**config.mk**
```make
export PLATFORM = sky130hd
export DESIGN_NAME = sdspi_run_sequencer_flat
export DESIGN_NICKNAME = d
export VERILOG_FILES = /design/src/rtl/sdspi_seq_pkg.sv /design/src/rtl/sdspi_run_sequencer_if.sv /design/src/rtl/sdspi_run_sequencer_delay.sv /design/src/rtl/sdspi_run_sequencer.sv /design/src/flat_wrapper.sv
export SDC_FILE = /design/constraint.sdc
export NUM_CORES = 1
export LEC_CHECK = 0
export CELL_PAD_IN_SITES_DETAIL_PLACEMENT = 0
export CELL_PAD_IN_SITES_GLOBAL_PLACEMENT = 1
export CORE_MARGIN = 2
export CORE_UTILIZATION = 35
export DETAILED_ROUTE_END_ITERATION = 12
export GPL_TIMING_DRIVEN = 0
export PLACE_DENSITY = 0.8
export SYNTH_ARGS = -nofsm -noshare
export SYNTH_HDL_FRONTEND = slang
export SYNTH_SLANG_ARGS = --single-unit
export TNS_END_PERCENT = 5
```
**constraint.sdc**
```tcl
create_clock -name clk -period 2.93 [get_ports clk]
set_input_delay 0.4395 -clock clk [delete_from_list [all_inputs] [get_ports clk]]
set_output_delay 0.4395 -clock clk [all_outputs]
set_load 0.005 [all_outputs]
```
**src/rtl/sdspi_seq_pkg.sv**
```systemverilog
// rtl/sdspi_seq_pkg.sv - shared types and constants for the SD-SPI run sequencer
//
// Contents:
//   seq_state_e     - 3-bit sequencer state encoding
//   MUX_AUTOTEST    - pin-mux select value giving the SD pins to the autotest side
//   MUX_UUT         - pin-mux select value giving the SD pins to the UUT
//   delay_width()   - bit width able to hold the largest guard/reset delay load
package sdspi_seq_pkg;

    typedef enum logic [2:0] {
        IDLE        = 3'd0,
        HANDOVER    = 3'd1,
        RESET_UUT   = 3'd2,
        ARM         = 3'd3,
        WAIT_FINISH = 3'd4,
        RELEASE     = 3'd5,
        RETURN      = 3'd6
    } seq_state_e;

    localparam logic MUX_AUTOTEST = 1'b0;
    localparam logic MUX_UUT      = 1'b1;

    // Smallest width (at least 1) that can represent max(a, b).
    function automatic int unsigned delay_width(input int unsigned a, input int unsigned b);
        int unsigned m;
        int unsigned w;
        m = (a > b) ? a : b;
        w = 1;
        while ((m >> w) != 0) begin
            w = w + 1;
        end
        return w;
    endfunction

endpackage

```
**src/rtl/sdspi_run_sequencer_if.sv**
```systemverilog
// rtl/sdspi_run_sequencer_if.sv - sequencer-to-UUT control bundle
//
// Signals:
//   sdspi_ctrl_mux    pin-mux select (0 = autotest, 1 = UUT)
//   sdspi_rst         UUT reset, active-high
//   sdspi_start       UUT start level
//   sdspi_n_blocks    run parameter: number of blocks
//   sdspi_sclk_speed  run parameter: SCLK divider select
//   sdspi_cmd18       run parameter: 1 = multi-block read
//   sdspi_finish      UUT completion level (returned to the sequencer)
// Modports:
//   master - the sequencer (drives control/params, observes finish)
//   slave  - the UUT side (observes control/params, drives finish)
interface sdspi_run_sequencer_if;

    logic        sdspi_ctrl_mux;
    logic        sdspi_rst;
    logic        sdspi_start;
    logic [31:0] sdspi_n_blocks;
    logic [4:0]  sdspi_sclk_speed;
    logic        sdspi_cmd18;
    logic        sdspi_finish;

    modport master (
        output sdspi_ctrl_mux,
        output sdspi_rst,
        output sdspi_start,
        output sdspi_n_blocks,
        output sdspi_sclk_speed,
        output sdspi_cmd18,
        input  sdspi_finish
    );

    modport slave (
        input  sdspi_ctrl_mux,
        input  sdspi_rst,
        input  sdspi_start,
        input  sdspi_n_blocks,
        input  sdspi_sclk_speed,
        input  sdspi_cmd18,
        output sdspi_finish
    );

endinterface

```
**src/rtl/sdspi_run_sequencer_delay.sv**
```systemverilog
// rtl/sdspi_run_sequencer_delay.sv - loadable down-counter with zero flag
//
// Module seq_delay_counter. One instance times every fixed-length wait of the
// sequencer: load a value of N-1 on state entry and the zero flag marks the
// N-th cycle in that state.
// Ports:
//   clk, rst_n  clock and asynchronous active-low reset
//   load        load load_val this cycle (takes priority over counting)
//   load_val    value to load
//   zero        high while the count is zero; the count holds at zero
module seq_delay_counter #(
    parameter int unsigned W = 4
) (
    input  logic         clk,
    input  logic         rst_n,
    input  logic         load,
    input  logic [W-1:0] load_val,
    output logic         zero
);

    logic [W-1:0] cnt_q;
    logic [W-1:0] cnt_d;

    always_comb begin
        cnt_d = cnt_q;
        if (load) begin
            cnt_d = load_val;
        end else if (cnt_q != '0) begin
            cnt_d = cnt_q - W'(1);
        end
    end

    always_ff @(posedge clk or negedge rst_n) begin
        if (!rst_n) begin
            cnt_q <= '0;
        end else begin
            cnt_q <= cnt_d;
        end
    end

    assign zero = (cnt_q == '0);

endmodule

```
**src/rtl/sdspi_run_sequencer.sv**
```systemverilog
// rtl/sdspi_run_sequencer.sv - sequences one measured run of the SD-SPI UUT
//
// A run: latch config, hand the SD pins to the UUT, hold UUT reset, raise start,
// count cycles until finish / timeout / abort, then return the pins to autotest.
// Ports:
//   clk, rst_n       clock and asynchronous active-low reset
//   run              one-cycle run request, honoured only in IDLE
//   abort            level; ends an active run in orderly fashion
//   cfg_*            run configuration, sampled on the accepted run request
//   sd               UUT control bundle (master side)
//   busy             high in every state except IDLE
//   done             one-cycle pulse when a run has fully ended
//   timed_out        sticky: last run ended by the cycle budget
//   aborted          sticky: last run ended by abort
//   cycles           start-high cycles counted before the run ended
module sdspi_run_sequencer
    import sdspi_seq_pkg::*;
#(
    parameter int unsigned RST_CYCLES     = 16,
    parameter int unsigned SETTLE_CYCLES  = 4,
    parameter logic [31:0] TIMEOUT_CYCLES = 32'hFFFF_FFFE,
    parameter int unsigned CNT_W          = 32
) (
    input  logic              clk,
    input  logic              rst_n,
    input  logic              run,
    input  logic              abort,
    input  logic [31:0]       cfg_n_blocks,
    input  logic [4:0]        cfg_sclk_speed,
    input  logic              cfg_cmd18,
    sdspi_run_sequencer_if.master sd,
    output logic              busy,
    output logic              done,
    output logic              timed_out,
    output logic              aborted,
    output logic [CNT_W-1:0]  cycles
);

    localparam int unsigned      DLY_W     = delay_width(RST_CYCLES, SETTLE_CYCLES);
    localparam logic [DLY_W-1:0] SETTLE_LD = DLY_W'(SETTLE_CYCLES - 1);
    localparam logic [DLY_W-1:0] RST_LD    = DLY_W'(RST_CYCLES - 1);
    localparam logic [CNT_W-1:0] TIMEOUT_C = CNT_W'(TIMEOUT_CYCLES);
    localparam logic [CNT_W-1:0] CNT_MAX   = '1;

    seq_state_e state_q, state_d;

    logic [31:0]      n_blocks_q, n_blocks_d;
    logic [4:0]       sclk_speed_q, sclk_speed_d;
    logic             cmd18_q, cmd18_d;
    logic [CNT_W-1:0] cycles_q, cycles_d;
    logic             timed_out_q, timed_out_d;
    logic             aborted_q, aborted_d;
    logic             done_q, done_d;

    logic             dly_load;
    logic [DLY_W-1:0] dly_val;
    logic             dly_zero;

    logic             abort_hit;
    logic             at_limit;
    logic             mux_o, rst_o, start_o;

    // Abort only acts while the UUT owns the pins and has not yet been released.
    assign abort_hit = abort && ((state_q == HANDOVER) || (state_q == RESET_UUT) ||
                                 (state_q == ARM)      || (state_q == WAIT_FINISH));
    assign at_limit  = (cycles_q == TIMEOUT_C);

    // Every state change reloads the shared delay counter; only the RESET_UUT
    // wait uses the reset length, all mux guard waits use the settle length.
    assign dly_load = (state_d != state_q);
    assign dly_val  = (state_d == RESET_UUT) ? RST_LD : SETTLE_LD;

    seq_delay_counter #(
        .W (DLY_W)
    ) u_delay (
        .clk      (clk),
        .rst_n    (rst_n),
        .load     (dly_load),
        .load_val (dly_val),
        .zero     (dly_zero)
    );

    // ---- state register ----
    always_ff @(posedge clk or negedge rst_n) begin
        if (!rst_n) begin
            state_q <= IDLE;
        end else begin
            state_q <= state_d;
        end
    end

    // ---- next-state logic ----
    always_comb begin
        state_d = state_q;
        case (state_q)
            IDLE: begin
                if (run) state_d = HANDOVER;
            end
            HANDOVER: begin
                if (abort_hit)     state_d = RELEASE;
                else if (dly_zero) state_d = RESET_UUT;
            end
            RESET_UUT: begin
                if (abort_hit)     state_d = RELEASE;
                else if (dly_zero) state_d = ARM;
            end
            ARM: begin
                // A finish level left over from a previous run must drop first.
                if (abort_hit)              state_d = RELEASE;
                else if (!sd.sdspi_finish)  state_d = WAIT_FINISH;
            end
            WAIT_FINISH: begin
                if (abort_hit || sd.sdspi_finish || at_limit) state_d = RELEASE;
            end
            RELEASE: begin
                if (dly_zero) state_d = RETURN;
            end
            RETURN: begin
                if (dly_zero) state_d = IDLE;
            end
            default: state_d = IDLE;
        endcase
    end

    // ---- output logic (decoded from state so reset releases the pins at once) ----
    always_comb begin
        mux_o   = MUX_AUTOTEST;
        rst_o   = 1'b1;
        start_o = 1'b0;
        case (state_q)
            HANDOVER, RESET_UUT, RELEASE: begin
                mux_o = MUX_UUT;
            end
            ARM: begin
                mux_o = MUX_UUT;
                rst_o = 1'b0;
            end
            WAIT_FINISH: begin
                mux_o   = MUX_UUT;
                rst_o   = 1'b0;
                start_o = 1'b1;
            end
            default: ;
        endcase
    end

    // ---- run data path: latched config, cycle counter, status flags ----
    always_comb begin
        n_blocks_d   = n_blocks_q;
        sclk_speed_d = sclk_speed_q;
        cmd18_d      = cmd18_q;
        cycles_d     = cycles_q;
        timed_out_d  = timed_out_q;
        aborted_d    = aborted_q;
        done_d       = 1'b0;
        case (state_q)
            IDLE: begin
                if (run) begin
                    n_blocks_d   = cfg_n_blocks;
                    sclk_speed_d = cfg_sclk_speed;
                    cmd18_d      = cfg_cmd18;
                    cycles_d     = '0;
                    timed_out_d  = 1'b0;
                    aborted_d    = 1'b0;
                end
            end
            WAIT_FINISH: begin
                // A cycle that ends the run (abort or finish) is not counted;
                // finish outranks the budget check in the same cycle.
                if (!abort && !sd.sdspi_finish) begin
                    if (at_limit) begin
                        timed_out_d = 1'b1;
                    end else if (cycles_q != CNT_MAX) begin
                        cycles_d = cycles_q + CNT_W'(1);
                    end
                end
            end
            RETURN: begin
                done_d = dly_zero;
            end
            default: ;
        endcase
        if (abort_hit) aborted_d = 1'b1;
    end

    always_ff @(posedge clk or negedge rst_n) begin
        if (!rst_n) begin
            n_blocks_q   <= '0;
            sclk_speed_q <= '0;
            cmd18_q      <= 1'b0;
            cycles_q     <= '0;
            timed_out_q  <= 1'b0;
            aborted_q    <= 1'b0;
            done_q       <= 1'b0;
        end else begin
            n_blocks_q   <= n_blocks_d;
            sclk_speed_q <= sclk_speed_d;
            cmd18_q      <= cmd18_d;
            cycles_q     <= cycles_d;
            timed_out_q  <= timed_out_d;
            aborted_q    <= aborted_d;
            done_q       <= done_d;
        end
    end

    assign sd.sdspi_ctrl_mux   = mux_o;
    assign sd.sdspi_rst        = rst_o;
    assign sd.sdspi_start      = start_o;
    assign sd.sdspi_n_blocks   = n_blocks_q;
    assign sd.sdspi_sclk_speed = sclk_speed_q;
    assign sd.sdspi_cmd18      = cmd18_q;

    assign busy      = (state_q != IDLE);
    assign done      = done_q;
    assign timed_out = timed_out_q;
    assign aborted   = aborted_q;
    assign cycles    = cycles_q;

endmodule

```
**src/flat_wrapper.sv**
```systemverilog
// flat-port wrapper written by rule: the top's interface ports become plain ports
module sdspi_run_sequencer_flat import sdspi_seq_pkg::*;
#(
    parameter int unsigned RST_CYCLES     = 16,
    parameter int unsigned SETTLE_CYCLES  = 4,
    parameter logic [31:0] TIMEOUT_CYCLES = 32'hFFFF_FFFE,
    parameter int unsigned CNT_W          = 32
)
  (clk, rst_n, run, abort, cfg_n_blocks, cfg_sclk_speed, cfg_cmd18, busy, done, timed_out, aborted, cycles, sd_sdspi_ctrl_mux, sd_sdspi_rst, sd_sdspi_start, sd_sdspi_n_blocks, sd_sdspi_sclk_speed, sd_sdspi_cmd18, sd_sdspi_finish);
  sdspi_run_sequencer_if sd_i ();
  input  logic clk;
  input  logic rst_n;
  input  logic run;
  input  logic abort;
  input  logic [31:0] cfg_n_blocks;
  input  logic [4:0] cfg_sclk_speed;
  input  logic cfg_cmd18;
  output logic busy;
  output logic done;
  output logic timed_out;
  output logic aborted;
  output logic [CNT_W-1:0] cycles;
  output wire logic [$bits(sd_i.sdspi_ctrl_mux)-1:0] sd_sdspi_ctrl_mux;
  output wire logic [$bits(sd_i.sdspi_rst)-1:0] sd_sdspi_rst;
  output wire logic [$bits(sd_i.sdspi_start)-1:0] sd_sdspi_start;
  output wire logic [$bits(sd_i.sdspi_n_blocks)-1:0] sd_sdspi_n_blocks;
  output wire logic [$bits(sd_i.sdspi_sclk_speed)-1:0] sd_sdspi_sclk_speed;
  output wire logic [$bits(sd_i.sdspi_cmd18)-1:0] sd_sdspi_cmd18;
  input wire logic [$bits(sd_i.sdspi_finish)-1:0] sd_sdspi_finish;
  assign sd_sdspi_ctrl_mux = sd_i.sdspi_ctrl_mux;
  assign sd_sdspi_rst = sd_i.sdspi_rst;
  assign sd_sdspi_start = sd_i.sdspi_start;
  assign sd_sdspi_n_blocks = sd_i.sdspi_n_blocks;
  assign sd_sdspi_sclk_speed = sd_i.sdspi_sclk_speed;
  assign sd_sdspi_cmd18 = sd_i.sdspi_cmd18;
  assign sd_i.sdspi_finish = sd_sdspi_finish;
  sdspi_run_sequencer #(.RST_CYCLES(RST_CYCLES), .SETTLE_CYCLES(SETTLE_CYCLES), .TIMEOUT_CYCLES(TIMEOUT_CYCLES), .CNT_W(CNT_W)) u_core (.clk(clk), .rst_n(rst_n), .run(run), .abort(abort), .cfg_n_blocks(cfg_n_blocks), .cfg_sclk_speed(cfg_sclk_speed), .cfg_cmd18(cfg_cmd18), .sd(sd_i), .busy(busy), .done(done), .timed_out(timed_out), .aborted(aborted), .cycles(cycles));
endmodule
```
# ---- After elaboration in Yosys (flattened, before gate mapping)
# Index checks and enable logic that the tools add are counted.
dict set report totals {
  regBits 81
  word_cells 78
}
dict set report op_classes {
  n_reduce_logical 23
  n_eq_ne 15
  addsub 2
  muxes 29
}
# cell count
set ops {}
lappend ops {{32-bit two-way mux} 4}
lappend ops {{32-bit one-hot mux with 2 select lines} 1}
lappend ops {{32-bit by 1-bit adder with 32-bit output, second input constant} 1}
lappend ops {{32-bit == test, second input constant} 1}
lappend ops {{32-bit != test, second input constant} 1}
lappend ops {{3-bit two-way mux} 10}
lappend ops {{3-bit one-hot mux with 7 select lines} 1}
lappend ops {{5-bit two-way mux} 2}
lappend ops {{3-bit by 2-bit == test with 1-bit output, second input constant} 3}
lappend ops {{3-bit == test, second input constant} 3}
lappend ops {{1-bit two-way mux} 9}
lappend ops {{2-bit != test, second input constant} 4}
lappend ops {{2-bit nonzero test} 4}
lappend ops {{5-bit logical NOT} 1}
lappend ops {{1-bit logical OR} 5}
lappend ops {{5-bit AND reduction} 1}
lappend ops {{5-bit nonzero test} 1}
lappend ops {{5-bit OR reduction} 1}
lappend ops {{5-bit by 1-bit subtractor with 5-bit output, second input constant} 1}
lappend ops {{4-bit two-way mux} 1}
lappend ops {{2-bit AND reduction} 2}
lappend ops {{4-bit AND reduction} 1}
lappend ops {{3-bit by 1-bit == test with 1-bit output, second input constant} 1}
lappend ops {{3-bit logical NOT} 1}
lappend ops {{other kinds (7)} 9}

# ---- Logic depth before layout (Yosys ltp)
# Gate-level depths: netlist (run 1).
dict set report depth {
  ltp_word 12
  depth_mapped 8
}

# ---- Cells and area by module
# From an unflattened synthesis (run 1), not the netlist that was laid out.
dict set report unflattened {
  hier_cells 459
  hier_area_um2 4091.4
}
# module area_per_inst_um2 seq_area_each_um2 cells_per_inst n_inst
set by_module_without_submodules {}
lappend by_module_without_submodules {sdspi_run_sequencer 3812.4 1901.8 432 1}
lappend by_module_without_submodules {seq_delay_counter 279.0 125.1 27 1}

# ---- Worst setup path after synthesis (run 1)
# OpenSTA, ideal clock, no wires.
dict set report synth_path {
  path_type {in2reg}
  startpoint {input port abort}
  endpoint {register u_core.cycles_q[22], in the netlist u_core.cycles[22]}
  path_stages 6
  required_ns 2.852
  arrival_ns 2.091
  path_slack_ns 0.761
  setup_ns 0.078
  cell_sequence {or3b_4 -> a211oi_4 -> nand2_2 -> buf_2 -> or4_1 -> a21oi_1}
}
dict set report synth_between {
  elab_chain_len 4
}
# item line
set synth_rtl {}
lappend synth_rtl {{start: declaration} flat_wrapper.sv:14} ;# input logic abort;
lappend synth_rtl {{1-bit logical NOT} sdspi_run_sequencer.sv:170} ;# if (!abort && !sd.sdspi_finish) begin
lappend synth_rtl {{1-bit logical AND} sdspi_run_sequencer.sv:170}
lappend synth_rtl {{2-bit != test (no line)} n/a}
lappend synth_rtl {{5-bit AND reduction (no line)} n/a}
lappend synth_rtl {{end signal: assignment} sdspi_run_sequencer.sv:199} ;# cycles_q <= cycles_d;
lappend synth_rtl {{end: declaration} sdspi_run_sequencer.sv:50} ;# logic [CNT_W-1:0] cycles_q, cycles_d;
# No other way between the ends.
# A chain may end at the register's enable or synchronous reset.

# ---- Worst setup path in the final report (run 1)
dict set report layout_path {
  startpoint {register u_core.cycles_q[17], in the netlist u_core.cycles[17]}
  endpoint {register u_core.cycles_q[1], in the netlist u_core.cycles[1]}
}
dict set report layout_between {
  elab_chain_len 3
  elab_cells_between_ends 5
}
# item line
set layout_rtl {}
lappend layout_rtl {{32-bit == test or 32-bit != test (tied branches)} {sdspi_run_sequencer.sv:66, sdspi_run_sequencer.sv:173}}
lappend layout_rtl {{2-bit != test (no line)} n/a}
lappend layout_rtl {{5-bit AND reduction (no line) (*)} n/a}
# Mark *: on every way between the ends. The rest lies on a longest branch, timed or not.

==> flow_metrics.tcl, run 1 <==
set metrics [dict create \
    status "finished clean" \
    intPower_mw 2.84 \
    peakVddDrop_uv 414 \
    fin_tns_setup_ns 0 \
    hold_viol 0 \
    die_x_um 113 \
    syn_inst 471 \
    cts_buffers 9 \
    tightest_slew_ns 1.12 \
    post-route-min-period_ns 2.65 \
    dr_wl_met3_um 713 \
    holdCritPathClass "input port to async pin" \
    diodes 0 \
    start_util_pct 36.1 \
    grt_overflow 0 \
    wl_met2_um 5720 \
    synthArstFlopShare_pct 100 \
    synth_compound_area_share_pct 14.1 \
    relSlewSlack_pct 24.0 \
    switching_share_pct 32.5 \
    grt_first_pass_wirelength_um 20000 \
    via_count 3929 \
    rsz0062_at_grt "no" \
    static-leakage-power_nw 2.49 \
    cts_tree "built" \
    ys_warn_count 0 \
    dominantRegCellSynth "dfrtp_1" \
    post-place-ws_ns -0.213 \
    clk_latency_ns 0.34 \
    h-tree-depth 3 \
    grt_max_degree 49 \
    top_layer_used "met4" \
    period_share_pct 90.5 \
    ys_seq_area_share_pct 48.9 \
    cap_viol_max_count 0 \
    synthAdderAreaFrac_pct 1.21 \
    max_freq_mhz 377 \
    combPwrFrac_pct 36.1 \
    power_frac_clock_pct 25.4 \
    seq_power_share_pct 38.5 \
    place.gp.congestion 0.845 \
    syn_to_final_growth_pct 40.9 \
    grt_pass1_vias 3879 \
    critPathCaptureType "register" \
    io_buffers 119 \
    cp.arrival_ns 2.90 \
    wl_per_cell_um 15.9 \
    rows 39 \
    path_clk_slew_ns 0.06 \
    clockBufferDepth 2 \
    ios 120 \
    start_kind "register" \
    fin_skew_ns 0.00698 \
    p_sw_mw 1.37 \
    fin_ws_ns 0.277 \
    synthXorXnorAreaFrac_pct 0.845 \
    ys_ff_latch 81 \
    muxShareOfSynthArea_pct 1.27 \
    synth_edf_count 0 \
    drt-met1-wl_um 5410 \
    dp_hpwl_um 8650 \
    antenna_found_initial 0 \
    drive_gt1_share_pct 6.40 \
    whs_ns 0.0512 \
    drcViolationCount 0 \
    finalWirelength_um 12000 \
    clock_sinks 81 \
    setup_viol 0 \
    coreArea_um2 11500 \
    synthSimpleGateAreaFrac_pct 29.8 \
    viasPerCell 5.22 \
    drtAntennaViolNets 0 \
    p_total_mw 4.22 \
    crit_family "simple AND/OR/NAND/NOR gates" \
    nets 651 \
    fp.dieH_um 113 \
    grt.total_usage_pct 19.7 \
    ctsHoldBuffers 0 \
    power_density_nw_per_um2 722 \
    drtIter0Drc 243 \
    synth_fp_nets 518 \
    path_cells "nand4_2, nor4_1, and4b_1, buf_2, nor2_1, a211oi_1" \
    drtPass1Iterations 5 \
    path_class "register to register" \
    slowest_stage "nor4_1" \
    netlist-cell-type-count 57 \
    path_buf_inv 1 \
    path_max_fanout 10 \
    critPathMaxStageDelay_ns 0.94 \
    worstPathRequired_ns 3.17 \
    synth_top_family_by_area "simple AND/OR/NAND/NOR gates" \
    finalMaxSlewViolations 0 \
    synth_area_um2 4140 \
    die_area_um2 12700 \
    cts-root-buf "clkbuf_16" \
    syn_area_per_cell_um2 8.80 \
]
## worst register-to-register path, cell delays in order, from the launching register on
cell	delay (ns)
dfrtp_1	0.47
nand4_2	0.21
nor4_1	0.94
and4b_1	0.39
buf_2	0.23
nor2_1	0.09
a211oi_1	0.23
## registers in the layout (all words and copies together) (netlist names)
signal and flops:
u_core.cycles 32, u_core.sd.sdspi_n_blocks 32, u_core.aborted 1, u_core.timed_out 1
u_core.u_delay.cnt_q 5, u_core.done 1, u_core.sd.sdspi_cmd18 1, u_core.sd.sdspi_sclk_speed 5
u_core.state_q 3
## worst paths after layout
| path | from | end | depth (start not counted) | slack [ns] |
|---|---|---|---|---|
| worst min register to register | u_core.sd.sdspi_n_blocks[22]$_DFFE_PN0P_ | u_core.sd.sdspi_n_blocks[22]$_DFFE_PN0P_ | 2 | 0.48 |
| worst max register to register | u_core.cycles[17]$_DFFE_PN0P_ | u_core.cycles[1]$_DFFE_PN0P_ | 6 | 0.28 |
| min in group clk | u_core.sd.sdspi_n_blocks[22]$_DFFE_PN0P_ | u_core.sd.sdspi_n_blocks[22]$_DFFE_PN0P_ | 2 | 0.48 |
| max in group asynchronous | rst_n | u_core.sd.sdspi_n_blocks[0]$_DFFE_PN0P_ | 2 | 2.28 |
| worst min-delay path | rst_n | u_core.u_delay.cnt_q[2]$_DFFE_PN0P_ | 1 | 0.05 |
| worst max-delay path | u_core.cycles[17]$_DFFE_PN0P_ | u_core.cycles[1]$_DFFE_PN0P_ | 6 | 0.28 |
## power groups by stage
stage	clock, mW	sequential [mW]	combinational, mW
after CTS	1.10	1.62	1.54
after floorplan	0	1.63	0.666
final	1.07	1.62	1.52
after global placement	0	1.62	1.50
after global routing	1.15	1.67	1.68
after detailed placement	0	1.64	1.53
## area by class of cell
class	instances	area, um^2
clock inverter	6	42.5
timing repair buffer	122	1230
tap	143	179
sequential	81	2030
buffer	24	116
fill	1102	5630
inverter	12	45.0
clock buffer	10	239
multi-input combinational	354	1960
## timing repair
item | 4_1_cts | 5_1_grt
endpoints found under the hold margin | 0 | 0
setup buffers | 0 | 2
endpoints found under the setup margin | 0 | 10
resized for setup | 0 | 1
## stage by stage
step / instance area (um^2) / utilization (%) / instances
finish: 5840 / 50.9 / 752
global route: 5840 / 50.9 / 752
floorplan: 4140 / - / 471
detailed placement: 5540 / 48.3 / 734
global placement: 5510 / 48.1 / 733
CTS: 5820 / 50.8 / 750
## placed cells by master (no fill, tap or decap), drive strengths merged, types with 3 or more instances in the layout
cell type and instances:
or3 8, mux2i 3, clkinv 3, nor3 11, nor4 5, buf 11
nand2 147, dfrtp 81, nand2b 9, and2 4, nor2 15, o21ai 16
nand3 13, o211ai 7, ha 4, or4 15, clkdlybuf4s50 118, inv 13
a211oi 4, nand4 10, o311ai 3, clkbuf 27, a21oi 29, o31ai 13
a31oi 3, xnor2 4, nor2b 3
## kinds of logic (layout without fill, tap and decap cells)
kind of cell,count (synthesis),count (layout)
AND/OR/NAND/NOR,256,256
AO/OA/AOI/OAI,85,85
flip-flops,81,81
buffers and inverters,36,174
multiplexers,5,5
adder cells (fa/ha/maj),4,4
XOR/XNOR,4,4
## Yosys cell counts, drive strengths merged, types with 2 or more instances
cell type	count	share of area, %
xnor2	4	0.85
and2	4	0.60
a21o	2	0.36
ha	4	1.2
a21oi	29	3.5
nand2b	9	1.4
dfrtp	81	49
o31ai	13	2.7
nand4b	2	0.42
nand2	147	13
or3	8	1.2
or2	2	0.30
nand3	13	1.6
or3b	2	0.48
o211ai	7	1.3
inv	12	1.1
or4b	2	0.48
nor2b	3	0.45
nor2	15	1.4
a31oi	3	0.45
o41ai	2	0.88
a211oi	4	1.0
nand4	10	1.7
clkbuf	17	1.5
or4	15	2.7
and3	2	0.30
nor4	5	0.91
o21ai	16	1.9
mux2	2	0.54
buf	7	1.3
nor3	11	1.3
o311ai	3	0.63
mux2i	3	0.72
## metal layers
layer / global-route usage [%] / up-vias
met2: 30.8 / 112
met3: 4.77 / 9
met5: 0 / -
met4: 6.91 / 0
li1: - / 1918
met1: 26.7 / 1890
Power figures use the tool's default switching activity.
==> inputs of run 2 (changes only) <==
==> constraint.sdc (replaced) <==
create_clock -name clk -period 2.93 [get_ports clk]
set_input_delay 0.586 -clock clk [delete_from_list [all_inputs] [get_ports clk]]
set_output_delay 0.586 -clock clk [all_outputs]
set_load 0.005 [all_outputs]
==> run 2 against run 1 <==
Final area increased by 0.13%. Non-clock buffer count increased by 1. Global-route usage about the same. Critical path depth increased by 2. Cell count increased by 0.13%. Hold slack improved by 0.15 ns. First-iteration DRC count decreased by 9.1%. Die area unchanged. Setup slack got worse by 0.072 ns. Combinational power about the same.
==> flow_metrics.tcl, run 2 (synthesis results as in run 1) <==
set metrics [dict create \
    switching_share_pct 32.6 \
    finalWirelength_um 12000 \
    hold_viol 0 \
    dp_hpwl_um 8650 \
    power_density_nw_per_um2 721 \
    drive_gt1_share_pct 6.56 \
    clockBufferDepth 2 \
    io_buffers 119 \
    rsz0062_at_grt "no" \
    finalMaxSlewViolations 0 \
    tightest_slew_ns 1.13 \
    post-route-min-period_ns 2.72 \
    ctsHoldBuffers 0 \
    grt_first_pass_wirelength_um 20100 \
    worstSetupPathDepth 8 \
    cap_viol_max_count 0 \
    grt_overflow 0 \
    start_util_pct 36.1 \
    grt_pass1_vias 3889 \
    fin_tns_setup_ns 0 \
    p_sw_mw 1.37 \
    critPathCaptureType "register" \
    cts_buffers 9 \
    finalNonFillerCells 753 \
    period_share_pct 93.0 \
    cts_tree "built" \
    rows 39 \
    grt.total_usage_pct 19.7 \
    path_clk_slew_ns 0.06 \
    die_x_um 113 \
    crit_family "buffers and inverters" \
    drtAntennaViolNets 0 \
    drtIter0Drc 221 \
    combPwrFrac_pct 36.1 \
    drtPass1Iterations 4 \
    seq_power_share_pct 38.5 \
    nets 652 \
    reg2reg_depth 6 \
    wl_per_cell_um 15.9 \
    coreArea_um2 11500 \
    peakVddDrop_uv 412 \
    syn_to_final_growth_pct 41.1 \
    power_frac_clock_pct 25.5 \
    whs_ns 0.203 \
    start_kind "input port" \
    diodes 0 \
    path_buf_inv 3 \
    clk_latency_ns 0.34 \
    holdCritPathClass "input port to async pin" \
    path_class "input port to register" \
    path_max_fanout 10 \
    intPower_mw 2.84 \
    place.gp.congestion 0.845 \
    viasPerCell 5.21 \
    status "finished clean" \
    static-leakage-power_nw 2.49 \
    slowest_stage "clkdlybuf4s50_1" \
    relSlewSlack_pct 23.6 \
    h-tree-depth 3 \
    dp_cells 734 \
    layout_commonest_cell "nand2_1" \
    critPathMaxStageDelay_ns 0.55 \
    cp.arrival_ns 2.94 \
    path_cells "clkdlybuf4s50_1, or3b_4, a211oi_4, nand2_2, buf_2, clkbuf_1, o311ai_1, nand2_1" \
    worstPathRequired_ns 3.15 \
    clock_sinks 81 \
    final_cell_mix "nand2_1, clkdlybuf4s50_1, dfrtp_1, a21oi_1, clkbuf_1" \
    fp.dieH_um 113 \
    grt_max_degree 49 \
    max_freq_mhz 367 \
    die_area_um2 12700 \
    via_count 3923 \
    fin_skew_ns 0.00444 \
    cts-root-buf "clkbuf_16" \
    drcViolationCount 0 \
    antenna_found_initial 0 \
    ios 120 \
    setup_viol 0 \
]
## run 2: through the flow
stage / utilization (%) / setup slack (ns) / area [um^2] / power [mW]
after detailed placement: 48.3 / -0.360 / 5540 / 3.16
after global routing: 51.0 / 0.0140 / 5850 / 4.50
after CTS: 51.0 / 0.127 / 5840 / 4.26
after floorplan: - / 0.615 / 4140 / 2.30
after global placement: 48.1 / -1.82 / 5510 / 3.12
final: 51.0 / 0.206 / 5850 / 4.22
## run 2: final timing paths
| kind | endpoint | startpoint | slack, ns |
|---|---|---|---|
| worst max-delay path | u_core.cycles[17]$_DFFE_PN0P_ | abort | 0.21 |
| worst min register to register | u_core.sd.sdspi_n_blocks[22]$_DFFE_PN0P_ | u_core.sd.sdspi_n_blocks[22]$_DFFE_PN0P_ | 0.48 |
| worst max register to register | u_core.cycles[1]$_DFFE_PN0P_ | u_core.cycles[17]$_DFFE_PN0P_ | 0.25 |
| worst min-delay path | u_core.u_delay.cnt_q[3]$_DFFE_PN0P_ | rst_n | 0.20 |
| min in group clk | u_core.sd.sdspi_n_blocks[22]$_DFFE_PN0P_ | u_core.sd.sdspi_n_blocks[22]$_DFFE_PN0P_ | 0.48 |
| max in group asynchronous | u_core.cycles[21]$_DFFE_PN0P_ | rst_n | 2.12 |
## run 2: metal layers
layer	share of wire, %	GRT usage (%)
met5	0	0
met2	47	30.9
met3	6.6	4.77
met1	45	26.7
met4	1.2	6.91
## run 2: worst register-to-register path: cells and delay by family, from the launching register on
kind | cells | cell delay, ns
buf+inv | 1 | 0.23
flops | 1 | 0.48
simple gates | 4 | 1.66
compound gates | 1 | 0.23
## run 2: repair_timing
action | in CTS | in global routing
pin swaps | 1 | 0
resized for setup | 0 | 1
buffers inserted | 3 | 0
cloned | 0 | 0
setup endpoints to repair | 9 | 2
## run 2: power by group through the flow
stage	Sequential [mW]	Clock (mW)	Combinational (mW)
final	1.62	1.07	1.52
after global routing	1.67	1.15	1.68
after CTS	1.62	1.10	1.54
after detailed placement	1.64	0	1.53
after global placement	1.62	0	1.50
after floorplan	1.63	0	0.666
## run 2: area by class of cell
type | instances | area (um^2)
inverter | 12 | 45.0
timing repair buffer | 123 | 1240
clock inverter | 6 | 42.5
tap | 143 | 179
multi-input combinational | 354 | 1960
buffer | 24 | 116
fill | 1096 | 5620
clock buffer | 10 | 239
sequential | 81 | 2030
